[config.mk]
export PLATFORM = sky130hd
export DESIGN_NAME = bcd_updown_display
export DESIGN_NICKNAME = d
export VERILOG_FILES = /design/src/rtl/bcd_disp_pkg.sv /design/src/rtl/bcd_updown_display_seg7_encoder.sv /design/src/rtl/bcd_updown_display.sv
export SDC_FILE = /design/constraint.sdc
export NUM_CORES = 1
export LEC_CHECK = 0
export CAP_MARGIN = 20
export CORE_MARGIN = 3
export CORE_UTILIZATION = 50
export CTS_BUF_LIST = sky130_fd_sc_hd__clkbuf_16
export DETAILED_ROUTE_END_ITERATION = 6
export GPL_TIMING_DRIVEN = 0
export PLACE_DENSITY = 0.68
export SYNTH_ARGS = -nofsm -noshare
export SYNTH_HDL_FRONTEND = slang
export SYNTH_HIERARCHICAL = 1
export SYNTH_SLANG_ARGS = --single-unit
[constraint.sdc]
create_clock -name clk -period 2.8 [get_ports clk]
set_input_delay 0.42 -clock clk [delete_from_list [all_inputs] [get_ports clk]]
set_output_delay 0.42 -clock clk [all_outputs]
set_load 0.02 [all_outputs]
[src/rtl/bcd_disp_pkg.sv]
// Shared types and seven-segment constants for the BCD up/down display.
// Patterns are active-low: bits [7:1] = a..g, bit 0 = dp (kept dark).
package bcd_disp_pkg;

  typedef enum logic [1:0] {
    MODE_UP    = 2'd0,
    MODE_DOWN  = 2'd1,
    MODE_CLEAR = 2'd2
  } mode_t;

  localparam logic [7:0] SEG_0     = 8'h03;
  localparam logic [7:0] SEG_1     = 8'h9F;
  localparam logic [7:0] SEG_2     = 8'h25;
  localparam logic [7:0] SEG_3     = 8'h0D;
  localparam logic [7:0] SEG_4     = 8'h99;
  localparam logic [7:0] SEG_5     = 8'h49;
  localparam logic [7:0] SEG_6     = 8'h41;
  localparam logic [7:0] SEG_7     = 8'h1F;
  localparam logic [7:0] SEG_8     = 8'h01;
  localparam logic [7:0] SEG_9     = 8'h09;
  localparam logic [7:0] SEG_BLANK = 8'hFF;

  function automatic logic [7:0] seg_pattern(input logic [3:0] digit);
    logic [7:0] pat;
    case (digit)
      4'd0:    pat = SEG_0;
      4'd1:    pat = SEG_1;
      4'd2:    pat = SEG_2;
      4'd3:    pat = SEG_3;
      4'd4:    pat = SEG_4;
      4'd5:    pat = SEG_5;
      4'd6:    pat = SEG_6;
      4'd7:    pat = SEG_7;
      4'd8:    pat = SEG_8;
      4'd9:    pat = SEG_9;
      default: pat = SEG_BLANK;
    endcase
    return pat;
  endfunction

endpackage

[src/rtl/bcd_updown_display_seg7_encoder.sv]
// Registered nibble-to-segment encoder for one display digit.
// Blanked digits and non-BCD nibbles drive all segments dark.
module seg7_encoder
  import bcd_disp_pkg::*;
#(
  parameter logic [7:0] RST_PAT = SEG_0
) (
  input  logic       clk,
  input  logic       rst,
  input  logic [3:0] digit,
  input  logic       blank,
  output logic [7:0] segm
);

  always_ff @(posedge clk or posedge rst) begin
    if (rst) begin
      segm <= RST_PAT;
    end else begin
      segm <= blank ? SEG_BLANK : seg_pattern(digit);
    end
  end

endmodule

[src/rtl/bcd_updown_display.sv]
// Multi-digit BCD up/down counter driven by two active-low buttons,
// with a free-running tick prescaler and registered 7-segment outputs.
module bcd_updown_display
  import bcd_disp_pkg::*;
#(
  parameter int DIGITS   = 2,
  parameter int TICK_DIV = 20000000,
  parameter int WRAP     = 1,
  parameter int BLANK_LZ = 0
) (
  input  logic                  clk,
  input  logic                  rst,
  input  logic                  count_up,
  input  logic                  count_down,
  output logic [4*DIGITS-1:0]   count_o,
  output logic [8*DIGITS-1:0]   segm_o,
  output logic                  dir_o
);

  localparam int CW = 4 * DIGITS;
  localparam int PW = $clog2(TICK_DIV);
  localparam logic [PW-1:0] DIV_LAST = PW'(TICK_DIV - 1);

  logic          up_p0, up_p1, dn_p0, dn_p1;
  logic [PW-1:0] presc;
  logic          tick;
  mode_t         state, state_next;
  logic [DIGITS-1:0] blank;
  logic          all_zero;

  // One decimal step with carry/borrow; without WRAP the end values stick.
  function automatic logic [CW-1:0] bcd_step(input logic [CW-1:0] v, input logic up);
    logic [CW-1:0] r;
    logic          carry;
    logic          at_end;
    r      = v;
    carry  = 1'b1;
    at_end = 1'b1;
    for (int i = 0; i < DIGITS; i++) begin
      at_end = at_end & (v[4*i +: 4] == (up ? 4'd9 : 4'd0));
      if (carry) begin
        if (up) begin
          if (v[4*i +: 4] == 4'd9) r[4*i +: 4] = 4'd0;
          else begin
            r[4*i +: 4] = v[4*i +: 4] + 4'd1;
            carry       = 1'b0;
          end
        end else begin
          if (v[4*i +: 4] == 4'd0) r[4*i +: 4] = 4'd9;
          else begin
            r[4*i +: 4] = v[4*i +: 4] - 4'd1;
            carry       = 1'b0;
          end
        end
      end
    end
    if (at_end && (WRAP == 0)) r = v;
    return r;
  endfunction

  // Stage p0/p1: button synchronisers, idle high.
  always_ff @(posedge clk or posedge rst) begin
    if (rst) begin
      up_p0 <= 1'b1;
      up_p1 <= 1'b1;
      dn_p0 <= 1'b1;
      dn_p1 <= 1'b1;
    end else begin
      up_p0 <= count_up;
      up_p1 <= up_p0;
      dn_p0 <= count_down;
      dn_p1 <= dn_p0;
    end
  end

  assign tick = (presc == DIV_LAST);

  always_ff @(posedge clk or posedge rst) begin
    if (rst) presc <= '0;
    else     presc <= tick ? '0 : presc + PW'(1);
  end

  always_ff @(posedge clk or posedge rst) begin
    if (rst) state <= MODE_UP;
    else     state <= state_next;
  end

  always_comb begin
    state_next = state;
    case ({up_p1, dn_p1})
      2'b01:   state_next = MODE_UP;
      2'b10:   state_next = MODE_DOWN;
      2'b00:   state_next = MODE_CLEAR;
      default: if (state == MODE_CLEAR) state_next = MODE_UP;
    endcase
  end

  assign dir_o = (state != MODE_DOWN);

  // CLEAR wins over a coincident tick.
  always_ff @(posedge clk or posedge rst) begin
    if (rst)                              count_o <= '0;
    else if (state == MODE_CLEAR)         count_o <= '0;
    else if (tick && state == MODE_UP)    count_o <= bcd_step(count_o, 1'b1);
    else if (tick && state == MODE_DOWN)  count_o <= bcd_step(count_o, 1'b0);
  end

  always_comb begin
    blank    = '0;
    all_zero = 1'b1;
    for (int i = DIGITS - 1; i >= 1; i--) begin
      all_zero = all_zero & (count_o[4*i +: 4] == 4'd0);
      blank[i] = (BLANK_LZ != 0) && all_zero;
    end
  end

  // Stage p2: registered segment patterns, one cycle behind count_o.
  for (genvar g = 0; g < DIGITS; g++) begin : g_enc
    seg7_encoder #(
      .RST_PAT((g == 0 || BLANK_LZ == 0) ? SEG_0 : SEG_BLANK)
    ) u_enc (
      .clk   (clk),
      .rst   (rst),
      .digit (count_o[4*g +: 4]),
      .blank (blank[g]),
      .segm  (segm_o[8*g +: 8])
    );
  end

endmodule

==> results.md <==
* Status: completed
* Worst hold path class: reg2reg
* Count leader, synth: dfrtp_1
* CP startpoint: count_o[1]$_DFFE_PP0P_
* H-tree depth at 2
* Final setup viols at 0
* Crit. End Element: flop
* Post-synth top area cell: dfrtp_1
* Layout cell share with drive strength beyond 1 at 9.642%
* GRT Util Overall at 18.04%
* Capturing point of the worst reg2reg path: count_o[7]$_DFFE_PP0P_
* Power Dens Cells at 494.2 mW/mm^2
* Non-filler instance count after layout at 438
* Die height at 84.75 microns
* Detailed-route via count at 2319
* Minimum clock period at 2.548 ns
* Critical Path Start Type: flop
* Worst r2r src: count_o[1]$_DFFE_PP0P_
* Max_slew headroom at 46.85%
* Post-synth cell types at 57
* Net switching power at roughly 0.5 mW
* WL/cell at 13.51 microns
* Flop2flop setup slack at 0.25 ns
* Vias in the first global route at 2346
* WHS at roughly 0.36 ns
* Synth-to-layout area growth at 17.84%
* Main synth FF type: dfrtp_1
* Detail Route Antenna Nets at 0
* Final setup TNS at 0 ns
* Crit Path Class: reg2reg
* Diode count at 0
* Clk sinks at 53
* Seq cells post-synth at 53
* Arr. time, crit path at 2.73 ns
* Clock transition at path regs at 0.07 ns
* Die X at 84.75 microns
* Global-route wire length before repair at 10.58 mm
* Largest net degree at the start of global routing at 40
* Leak at 1.604 nW
* Final WL at 5.919 mm
* CTS max path bufs at 2
* Post-CTS Resized at 0
* Reg power frac at 46.2%
* Final Power at 1.806 mW
* Clk pwr share at 34.3%
* Switching share of power at a little over a quarter
* Core box area at between 0.005 and 0.006 sq mm
* # IOs at 29
* CTS tree: built
* DRT iter0 DRCs at 117
* Max-cap violations at 0
* Gr ovfl total at 0
* Worst vdd ir at around 0.45 mV
* Comb pwr share at 19.5%
* Mapped Cells at ~320
* RSZ-0062 raised after global routing: no
* Sequential-to-total area share from yosys stat at 43.02%
* Crit path capture: count_o[7]$_DFFE_PP0P_
* CTS Buf Count at 5
* Synth top area share at a little under two fifths
* Slew at the pin with the worst max-slew slack at 0.7961 ns
* DR pass1 iterations at 6
* Reg2reg path depth at 7
* Top cells by area, synth: dfrtp_1 (38%), ha_1 (7.7%), dfstp_2 (5.1%), xor2_1 (3.4%), xnor2_1 (3.1%)
* Top post-synthesis cells by count: dfrtp_1 (47), nor2_1 (24), inv_1 (21), ha_1 (19), a21oi_1 (17)
* DRC at 0
* Starting Density at between 50% and 60%
* Syn avg cell area at 9.812 sq um
* Clk_skew at between 0.006 and 0.007 ns
* Max Fclk at 392.4 MHz
* Post CTS Setup Buffer Count at 0
* Async SR Flop Fraction at 100.0%
* CP Max Fanout at 13
* Post-Syn Area at 0.003100 sq mm
* Critical Path RT at 2.98 ns
* Post-CTS Hold Fix Bufs at 0
* Via-to-Cell Ratio at 5.295
* Placed instance count at 430
* Initial antenna violation count at 0
* Int Pwr at 1.314 mW
* Std cell rows at 28
* Period utilization at 91.01%
* Number of synthesized flops with an enable pin at 0
* Final-stage net count at a little under 400
* Yosys warning total at 6
* Root buf cell: clkbuf_16
* Slew Limit Fails at 0
* Worst skew pair latency at 0.29 ns
* Gp weighted congestion at a little over 0.8
* Dpl hpwl at 4.314 mm
* Die Area at 0.007182 sq mm
* Port bufs at 26
* Fin. Hold Viols at 0
==> placed cells by master, fill, tap and decap left out, types with 4 or more instances in the layout <==
| master | count |
|---|---|
| a21oi_1 | 17 |
| a22oi_1 | 4 |
| and4_1 | 4 |
| clkbuf_1 | 6 |
| clkbuf_16 | 5 |
| clkdlybuf4s50_1 | 26 |
| conb_1 | 16 |
| dfrtp_1 | 47 |
| dfstp_2 | 6 |
| ha_1 | 19 |
| inv_1 | 20 |
| nand2_1 | 15 |
| nand2b_1 | 9 |
| nand3_1 | 13 |
| nand3b_1 | 4 |
| nand4_1 | 5 |
| nor2_1 | 24 |
| nor2b_1 | 8 |
| nor3_1 | 12 |
| o211ai_1 | 4 |
| o21ai_0 | 12 |
| o22ai_1 | 4 |
| xnor2_1 | 11 |
| xor2_1 | 12 |
==> worst min-delay path by stage <==
stage,from,endpoint,slack [ns],depth (start not counted)
after detailed placement,up_p0$_DFF_PP1_,up_p1$_DFF_PP1_,0.35,0
after global placement,dn_p0$_DFF_PP1_,dn_p1$_DFF_PP1_,0.35,0
final,up_p0$_DFF_PP1_,up_p1$_DFF_PP1_,0.36,0
after floorplan,rst,g_enc[0].u_enc/segm[2]$_DFF_PP0_,0.22,1
after global routing,up_p0$_DFF_PP1_,up_p1$_DFF_PP1_,0.36,0
after CTS,up_p0$_DFF_PP1_,up_p1$_DFF_PP1_,0.36,0
==> power groups by stage <==
stage	Combinational (mW)	Sequential [mW]	Clock (mW)
after CTS	0.354	0.836	0.646
after floorplan	0.186	0.896	0
after global placement	0.348	0.848	0
final	0.351	0.835	0.619
after detailed placement	0.353	0.851	0
after global routing	0.384	0.843	0.675
==> metrics by stage <==
step | util [%] | area [sq um] | worst slack (ns)
floorplan | - | 3149 | 0.5709
global route | 61.34 | 3654 | 0.03221
finish | 61.34 | 3654 | 0.2518
global placement | 58.82 | 3503 | 0.3016
detailed placement | 58.82 | 3503 | 0.2857
CTS | 61.34 | 3654 | 0.2805
==> sequential cells by signal (all words and copies together), names as in the netlist <==
| register | flops |
|---|---|
| up_p1 | 1 |
| dn_p1 | 1 |
| up_p0 | 1 |
| g_enc.u_enc/segm | 14 |
| count_o | 8 |
| dn_p0 | 1 |
| presc | 25 |
| state | 2 |
==> worst max-delay path: stages, from the launching register on <==
cell      delay [ns]
dfrtp_1         0.54
inv_1           0.18
ha_1            0.22
nor4bb_1        0.69
a21o_1          0.14
nand3_1         0.19
nand2_1         0.14
mux2_2          0.33
==> metal layers <==
| layer | GRT usage [%] | share of wire [%] | up-vias |
|---|---|---|---|
| met2 | 31.96 | 51 | 32 |
| met4 | 4.892 | 1.0 | 0 |
| met3 | 3.925 | 3.4 | 4 |
| met5 | 0 | 0 | - |
| li1 | - | - | 1182 |
| met1 | 22.16 | 45 | 1101 |
==> area by class of cell <==
class	count	area (sq um)
tap	75	93.84
multi-input combinational	243	1664
timing repair buffer	26	260.3
inverter	21	78.83
clock inverter	3	25.02
buffer	12	72.57
sequential	53	1334
fill	541	2302
clock buffer	5	125.1
==> kinds of logic after synthesis <==
kind of cell | count (synthesis) | synth area share, %
flip-flops | 53 | 43.02
XOR/XNOR | 23 | 6.497
other | 3 | 0.3632
AO/OA/AOI/OAI | 63 | 12.95
adder cells (fa/ha/maj) | 19 | 7.668
buffers and inverters | 33 | 4.883
AND/OR/NAND/NOR | 118 | 23.29
multiplexers | 4 | 1.332
Power figures use the tool's default switching activity.
